--- config.mk ---
export PLATFORM = sky130hd
export DESIGN_NAME = mem_port_arbiter
export DESIGN_NICKNAME = d
export VERILOG_FILES = /design/src/rtl/rv32i_types.sv /design/src/rtl/mem_port_arbiter_prio.sv /design/src/rtl/mem_port_arbiter.sv
export SDC_FILE = /design/constraint.sdc
export NUM_CORES = 1
export LEC_CHECK = 0
export ABC_AREA = 1
export CAP_MARGIN = 20
export CORE_AREA = 2 2 105 107
export CTS_BUF_LIST = sky130_fd_sc_hd__clkbuf_4
export CTS_CLUSTER_DIAMETER = 80
export DETAILED_ROUTE_END_ITERATION = 8
export DIE_AREA = 0 0 107 109
export HOLD_SLACK_MARGIN = 0.12
export MAX_ROUTING_LAYER = met4
export PLACE_DENSITY = 0.86
export REMOVE_ABC_BUFFERS = 1
export SYNTH_ARGS = -nofsm -noshare
export SYNTH_HDL_FRONTEND = slang
export SYNTH_SLANG_ARGS = --single-unit
--- constraint.sdc ---
create_clock -name clk -period 2.9 [get_ports clk]
set_clock_uncertainty 0.1 [all_clocks]
set_input_delay 0.725 -clock clk [delete_from_list [all_inputs] [get_ports clk]]
set_output_delay 0.725 -clock clk [all_outputs]
set_load 0.02 [all_outputs]
--- src/rtl/rv32i_types.sv ---
// Shared types for the RV32I memory-port arbiter: FSM states, grant side and
// the latched physical request.
package rv32i_types;

  localparam int unsigned ARB_ADDR_W = 32;
  localparam int unsigned ARB_DATA_W = 32;
  localparam int unsigned ARB_MBE_W  = ARB_DATA_W / 8;

  typedef enum logic [1:0] {
    IDLE    = 2'b00,
    SERVE_I = 2'b01,
    SERVE_D = 2'b10
  } arb_state_t;

  typedef enum logic {
    GRANT_I = 1'b0,
    GRANT_D = 1'b1
  } arb_side_t;

  typedef struct packed {
    logic                  read;
    logic                  write;
    logic [ARB_ADDR_W-1:0] address;
    logic [ARB_DATA_W-1:0] wdata;
    logic [ARB_MBE_W-1:0]  mbe;
  } arb_req_t;

  // A data request with both read and write raised is treated as a write.
  function automatic logic [1:0] arb_dkind(input logic rd, input logic wr);
    return {rd & ~wr, wr};
  endfunction

endpackage

--- src/rtl/mem_port_arbiter_prio.sv ---
// Combinational grant selection between fetch and data requesters.
// `ARB_ROUND_ROBIN_EN selects alternating priority on ties; otherwise D wins.
module mem_port_arbiter_prio
  import rv32i_types::*;
(
  input  logic      i_pend_i,
  input  logic      d_pend_i,
  input  arb_side_t last_grant_i,
  output logic      grant_valid_o,
  output arb_side_t grant_side_o
);

  // Pick the side to serve from the pending requests
  always_comb begin
    grant_valid_o = i_pend_i | d_pend_i;
    grant_side_o  = GRANT_I;
    if (i_pend_i && d_pend_i) begin
`ifdef ARB_ROUND_ROBIN_EN
      grant_side_o = (last_grant_i == GRANT_D) ? GRANT_I : GRANT_D;
`else
      grant_side_o = GRANT_D;
`endif
    end else if (d_pend_i) begin
      grant_side_o = GRANT_D;
    end else begin
      grant_side_o = GRANT_I;
    end
  end

`ifndef ARB_ROUND_ROBIN_EN
  logic unused_last_grant_s;
  assign unused_last_grant_s = last_grant_i;
`endif

endmodule

--- src/rtl/mem_port_arbiter.sv ---
// Shares one physical memory port between instruction fetch and data access.
// Optional `ARB_ROUND_ROBIN_EN alternates priority on simultaneous requests.
module mem_port_arbiter
  import rv32i_types::*;
#(
  parameter int unsigned ADDR_W = 32,
  parameter int unsigned DATA_W = 32
) (
  input  logic                clk,
  input  logic                rst,
  input  logic                imem_read,
  input  logic [ADDR_W-1:0]   imem_address,
  output logic [DATA_W-1:0]   imem_rdata,
  output logic                imem_resp,
  input  logic                dmem_read,
  input  logic                dmem_write,
  input  logic [ADDR_W-1:0]   dmem_address,
  input  logic [DATA_W-1:0]   dmem_wdata,
  input  logic [DATA_W/8-1:0] dmem_mbe,
  output logic [DATA_W-1:0]   dmem_rdata,
  output logic                dmem_resp,
  output logic                pmem_read,
  output logic                pmem_write,
  output logic [ADDR_W-1:0]   pmem_address,
  output logic [DATA_W-1:0]   pmem_wdata,
  output logic [DATA_W/8-1:0] pmem_mbe,
  input  logic [DATA_W-1:0]   pmem_rdata,
  input  logic                pmem_resp
);

  localparam int unsigned MBE_W = DATA_W / 8;

  arb_state_t state_q;
  arb_req_t   req_q;
  arb_req_t   req_i_d;
  arb_req_t   req_d_d;
  logic       grant_valid_s;
  arb_side_t  grant_side_s;
  arb_side_t  last_grant_s;

  mem_port_arbiter_prio u_prio (
    .i_pend_i      (imem_read),
    .d_pend_i      (dmem_read | dmem_write),
    .last_grant_i  (last_grant_s),
    .grant_valid_o (grant_valid_s),
    .grant_side_o  (grant_side_s)
  );

  // Candidate requests from each side, ready to be latched on a grant
  always_comb begin
    req_i_d                     = '0;
    req_i_d.read                = 1'b1;
    req_i_d.address[ADDR_W-1:0] = imem_address;
    req_i_d.mbe                 = '1;

    req_d_d                            = '0;
    {req_d_d.read, req_d_d.write}      = arb_dkind(dmem_read, dmem_write);
    req_d_d.address[ADDR_W-1:0]        = dmem_address;
    req_d_d.wdata[DATA_W-1:0]          = dmem_wdata;
    req_d_d.mbe[MBE_W-1:0]             = dmem_mbe;
  end

  // Grant FSM; the latched request doubles as the registered pmem outputs
  always_ff @(posedge clk or negedge rst) begin
    if (!rst) begin
      state_q <= IDLE;
      req_q   <= '0;
    end else begin
      case (state_q)
        IDLE: begin
          if (grant_valid_s) begin
            state_q <= (grant_side_s == GRANT_D) ? SERVE_D : SERVE_I;
            req_q   <= (grant_side_s == GRANT_D) ? req_d_d : req_i_d;
          end else begin
            state_q <= IDLE;
            req_q   <= '0;
          end
        end
        SERVE_I, SERVE_D: begin
          if (pmem_resp) begin
            state_q <= IDLE;
            req_q   <= '0;
          end else begin
            state_q <= state_q;
            req_q   <= req_q;
          end
        end
        default: begin
          state_q <= IDLE;
          req_q   <= '0;
        end
      endcase
    end
  end

`ifdef ARB_ROUND_ROBIN_EN
  arb_side_t last_grant_q;

  // Remember which side was granted most recently for tie-breaking
  always_ff @(posedge clk or negedge rst) begin
    if (!rst) begin
      last_grant_q <= GRANT_I;
    end else if ((state_q == IDLE) && grant_valid_s) begin
      last_grant_q <= grant_side_s;
    end else begin
      last_grant_q <= last_grant_q;
    end
  end

  assign last_grant_s = last_grant_q;
`else
  assign last_grant_s = GRANT_I;
`endif

  assign pmem_read    = req_q.read;
  assign pmem_write   = req_q.write;
  assign pmem_address = req_q.address[ADDR_W-1:0];
  assign pmem_wdata   = req_q.wdata[DATA_W-1:0];
  assign pmem_mbe     = req_q.mbe[MBE_W-1:0];

  // Completion is routed only to the side currently being served
  assign imem_resp  = (state_q == SERVE_I) & pmem_resp;
  assign dmem_resp  = (state_q == SERVE_D) & pmem_resp;
  assign imem_rdata = imem_resp ? pmem_rdata : {DATA_W{1'b0}};
  assign dmem_rdata = dmem_resp ? pmem_rdata : {DATA_W{1'b0}};

endmodule
# Yosys cells after proc, flatten, opt, wreduce, memory -nomap -nowiden

Index checks and enable logic that the tools add are counted.

Register bits after elaboration: 72
Latch bits: 0
Bits in writable memories: 0
Memory bits (read-only): 0
Bits of input ports: 138
Output and inout bits: 136
Word-level logic and storage cells: 30
Memories kept: 0

$add $sub $neg: 0
Multiply operators: 0
Div/mod/pow operators: 0
$lt $le $gt $ge: 0
Eq/ne operators: 3
Shift operators: 0
Multiplexer cells: 12
Bitwise logic cells: 6
Reduce and logical (&&, ||, !) cells: 3

Operator list:

| operator             | number |
|---|---|
| $mux W70             | 3 |
| $pmux W70 S2         | 1 |
| $mux W32             | 2 |
| $mux W2              | 3 |
| $pmux W2 S2          | 1 |
| $and A1 B1 Y1        | 3 |
| $eq A2 B1 Y1 const B | 1 |
| $eq A2 B2 Y1 const B | 1 |
| $logic_not A2 Y1     | 1 |
| $mux W1              | 2 |
| $ne A2 B2 Y1 const B | 1 |
| $or A1 B1 Y1         | 2 |
| $reduce_or A2 Y1     | 1 |
| $logic_and A1 B1 Y1  | 1 |
| $not A1 Y1           | 1 |

# Depth between registers and ports, before layout

Depth after elaboration: 6
Gate-level depth with buffers: 8

# Hierarchy

A second synthesis with hierarchy kept.

Cells, all modules: 547
Area total of the unflattened synthesis: 3794.9 um2

By module, submodules not included:

| module                | instances | cells each | area each (um2) |
|---|---|---|---|
| mem_port_arbiter      | 1         | 543        | 3779.9 |
| mem_port_arbiter_prio | 1         | 4          | 15.0 |

# Least setup slack after synthesis

No wires, ideal clock.

Path type: input-to-output
Start point: input port pmem_resp
End point: output port imem_rdata[22]
Arrival: 1.329 ns
Required time: 2.075 ns
Slack: 0.746 ns
Cell stages on the path: 3
Buffers on the path: 1
Cells stage by stage: nand2_1 > clkbuf_1 > nor2_1

Word-level cells in the longest chain between the ends: 2

Ends and longest elaborated chain:

| what          | RTL line                | RTL |
|---|---|---|
| from (decl)   | mem_port_arbiter.sv:28  | `input logic pmem_resp` |
| $and A1 B1 Y1 | mem_port_arbiter.sv:122 | `assign imem_resp = (state_q == SERVE_I) & pmem_resp;` |
| $mux W32      | mem_port_arbiter.sv:124 | `assign imem_rdata = imem_resp ? pmem_rdata : {DATA_W{1'b0}};` |
| to (decl)     | mem_port_arbiter.sv:13  | `output logic [DATA_W-1:0] imem_rdata,` |

No other way between the ends.

# Final worst setup path

Start point: input port pmem_resp
End point: output port imem_rdata[31]

The elaborated chain is that of the path after synthesis.

==> impl_metrics.yaml <==
outcome:
  status: "complete, no violations"
place:
  hpwl_mm: 9.00
  dp.cells: 922
  pre_cts_slack_ps: -164
  place_congestion: 0.858
  port-buffer-count: 273
floorplan:
  die_h_um: 109
  die_w_um: 107
  die-area_um2: 11700
  fp.coreArea_um2: 10600
  design.portCount: 274
  start_util: 0.349
  placementRows: 38
power_and_ir_drop:
  p_per_area_nw_per_um2: 741
  leakage_uw: 0.00366
  peakVddDrop_mv: 0.351
synthesis:
  yosysSeqAreaShare: 0.487
  avgSynthCellArea_um2: 6.98
  synth_area_um2: 3700
  yosysWarnings: 0
  synth.area.top_cells: "dfrtp_1, nand2_1, nor2_1, nand3_1, inv_1"
  synth_top_cell_area_share: 0.487
  syn_inst: 530
  ys_types: 18
  synth_largest_area_cell: "dfrtp_1"
  ys_ff_latch: 72
sta:
  maxSlewViolCount: 0
  relSlewSlack: 0.415
  fin_hold_ws_ps: 337
  setup_viol: 0
  fin_setup_tns_ps: 0
  finalCritPeriodShare: 0.963
  hold_viol: 0
  grt_setup_unrepaired: "no"
  fmax_ghz: 0.358
  max_slew.worst_pin.slew_ps: 877
  setup_ws_ps: 108
  finalCriticalPeriod_ps: 2790
clocking:
  clkLatencyLatePin_ps: 380
  h-tree-depth: 3
  cts_sinks: 72
  cts_tree: "built"
  numCtsBuffers: 9
  cts-root-buf: "clkbuf_4"
  path_clk_slew_ps: 110
  clk_path_buf_depth: 2
setup_path:
  startpoint_type: "input port"
  max_stage_delay_ps: 490
  critPathSlowestCell: "clkdlybuf4s50_1"
  crit_required_ps: 2080
  rr_endpoint: "pmem_address[0]"
  endpoint: "imem_rdata[31]"
  critPathLaunch: "pmem_resp"
  cp_max_fo: 33
  end_kind: "primary output"
  criticalPathCategory: "input port to primary output"
  r2r_start: "state_q[0]"
  worstRegToRegCells: 7
  rrSetupSlack_ps: 1190
  cp_cell_sequence: "clkdlybuf4s50_1 > nand2_1 > buf_12 > nor2_1 > dlygate4sd2_1"
  critical_path_arrival_ps: 1970
detailed_routing:
  dr.first_iter.drc_count: 262
  wl_per_cell_um: 12.9
  num_vias: 4134
  final_antenna_net_count: 0
  dr.pass1.iters: 4
  via_per_inst: 4.41
  wl_mm: 12.1
  drc: 0
finish:
  final_util: 0.623
  antenna_cells: 0
  fin_cells: 937
  final_nets: 934
  area_growth_pct: 78.4
  layout-drive-gt1-share: 0.0427
global_routing:
  first_global_vias: 3905
  grt_use_total: 0.210
  grt-ovfl-total: 0
  grt_max_degree: 73
  antenna_found_initial: 0
  grt_pass1_wl_mm: 18.9
worst_hold_path:
  hp-class: "input port to asynchronous set/reset pin"
job:
  maxCapViolations: 0
cell usage in the layout (no fill, tap or decap):
| cell | synthesis | routed |
|---|---|---|
| clkinv_4 | 0 | 1 |
| bufinv_16 | 0 | 1 |
| inv_2 | 2 | 2 |
| dlygate4sd2_1 | 0 | 66 |
| nor2_4 | 2 | 3 |
| o21ai_0 | 2 | 2 |
| o22ai_1 | 1 | 1 |
| buf_12 | 0 | 3 |
| clkinv_2 | 0 | 1 |
| nand2_4 | 1 | 1 |
| clkbuf_4 | 0 | 12 |
| inv_1 | 41 | 41 |
| nor2_2 | 2 | 1 |
| ha_1 | 3 | 3 |
| buf_4 | 3 | 6 |
| clkdlybuf4s50_1 | 0 | 206 |
| nand3_1 | 40 | 40 |
| nand2_2 | 2 | 2 |
| dfrtp_1 | 72 | 72 |
| nor2_1 | 65 | 65 |
| nand2_1 | 267 | 267 |
| nor2_8 | 1 | 1 |
where the power goes:
group / switching [µW] / internal, µW / leakage (µW) / total, µW
combinational: 1520 / 1160 / 0.00264 / 2680
clock: 330 / 289 / 0.0000774 / 619
sequential: 210 / 1380 / 0.000940 / 1590
total: 2060 / 2830 / 0.00366 / 4890
cell families (layout without fill, tap and decap cells):
logic type	count (synthesis)	count (layout)	share of synthesized area
and+or+nand+nor	380	380	0.412
DFF	72	72	0.487
buffers and inverters	72	339	0.0862
adders and majority gates	3	3	0.0101
AOI/OAI and AO/OA	3	3	0.00440
synthesized netlist by cell type:
library cell / n
nand2_1: 267
dfrtp_1: 72
nor2_1: 65
inv_1: 41
nand3_1: 40
buf_2: 12
clkbuf_1: 11
buf_4: 3
buf_6: 3
ha_1: 3
inv_2: 2
nand2_2: 2
nor2_2: 2
nor2_4: 2
o21ai_0: 2
nand2_4: 1
nor2_8: 1
o22ai_1: 1
what timing repair did:
item / 4_1_cts / 5_1_grt
hold buffers: 0 / 0
gates resized for setup: 66 / 0
setup buffers: 0 / 0
endpoints found under the setup margin: 66 / 0
sequential cells by signal, summed over array words and instances, names as in the netlist:
signal	cells
pmem_address	32
pmem_mbe	4
pmem_read	1
pmem_wdata	32
pmem_write	1
state_q	2
final cells by class:
cell class	instances	area [µm²]
clock buffers	12	90.1
clock inverters	3	43.8
fillers	957	4000
inverters	43	161
multi-input cells	386	1580
flip-flops and latches	72	1800
well taps	140	175
repair buffers	281	2750
worst min path at each step:
stage	start	endpoint	slack, ps	depth (start not counted)
2_1_floorplan	rst	pmem_address[0]	330	0
3_3_place_gp	pmem_wdata[18]	pmem_wdata[18]	360	2
3_5_place_dp	pmem_address[28]	pmem_address[28]	370	2
4_1_cts	rst	pmem_wdata[2]	360	1
5_1_grt	rst	pmem_wdata[2]	380	1
6_report	rst	pmem_wdata[2]	340	1
critical path: cells and delay by family:
family / cells / cell delay, ps
simple gates: 2 / 210
buf+inv: 3 / 1020
through the flow:
step / area (µm²) / power (µW)
2_1_floorplan: 3540 / 2890
3_3_place_gp: 6550 / 4330
3_5_place_dp: 6550 / 4380
4_1_cts: 6600 / 4940
5_1_grt: 6600 / 5220
6_report: 6600 / 4890
per-layer routing:
layer | part of all wire | global-route usage | vias to the layer above | wire length [µm]
li1 | - | - | 2105 | -
met1 | 0.45 | 0.273 | 1859 | 5460
met2 | 0.48 | 0.342 | 158 | 5760
met3 | 0.062 | 0.0395 | 12 | 746
met4 | 0.0088 | 0.0529 | 0 | 106
met5 | 0 | - | - | 0
(Power assumes the default switching activity.)
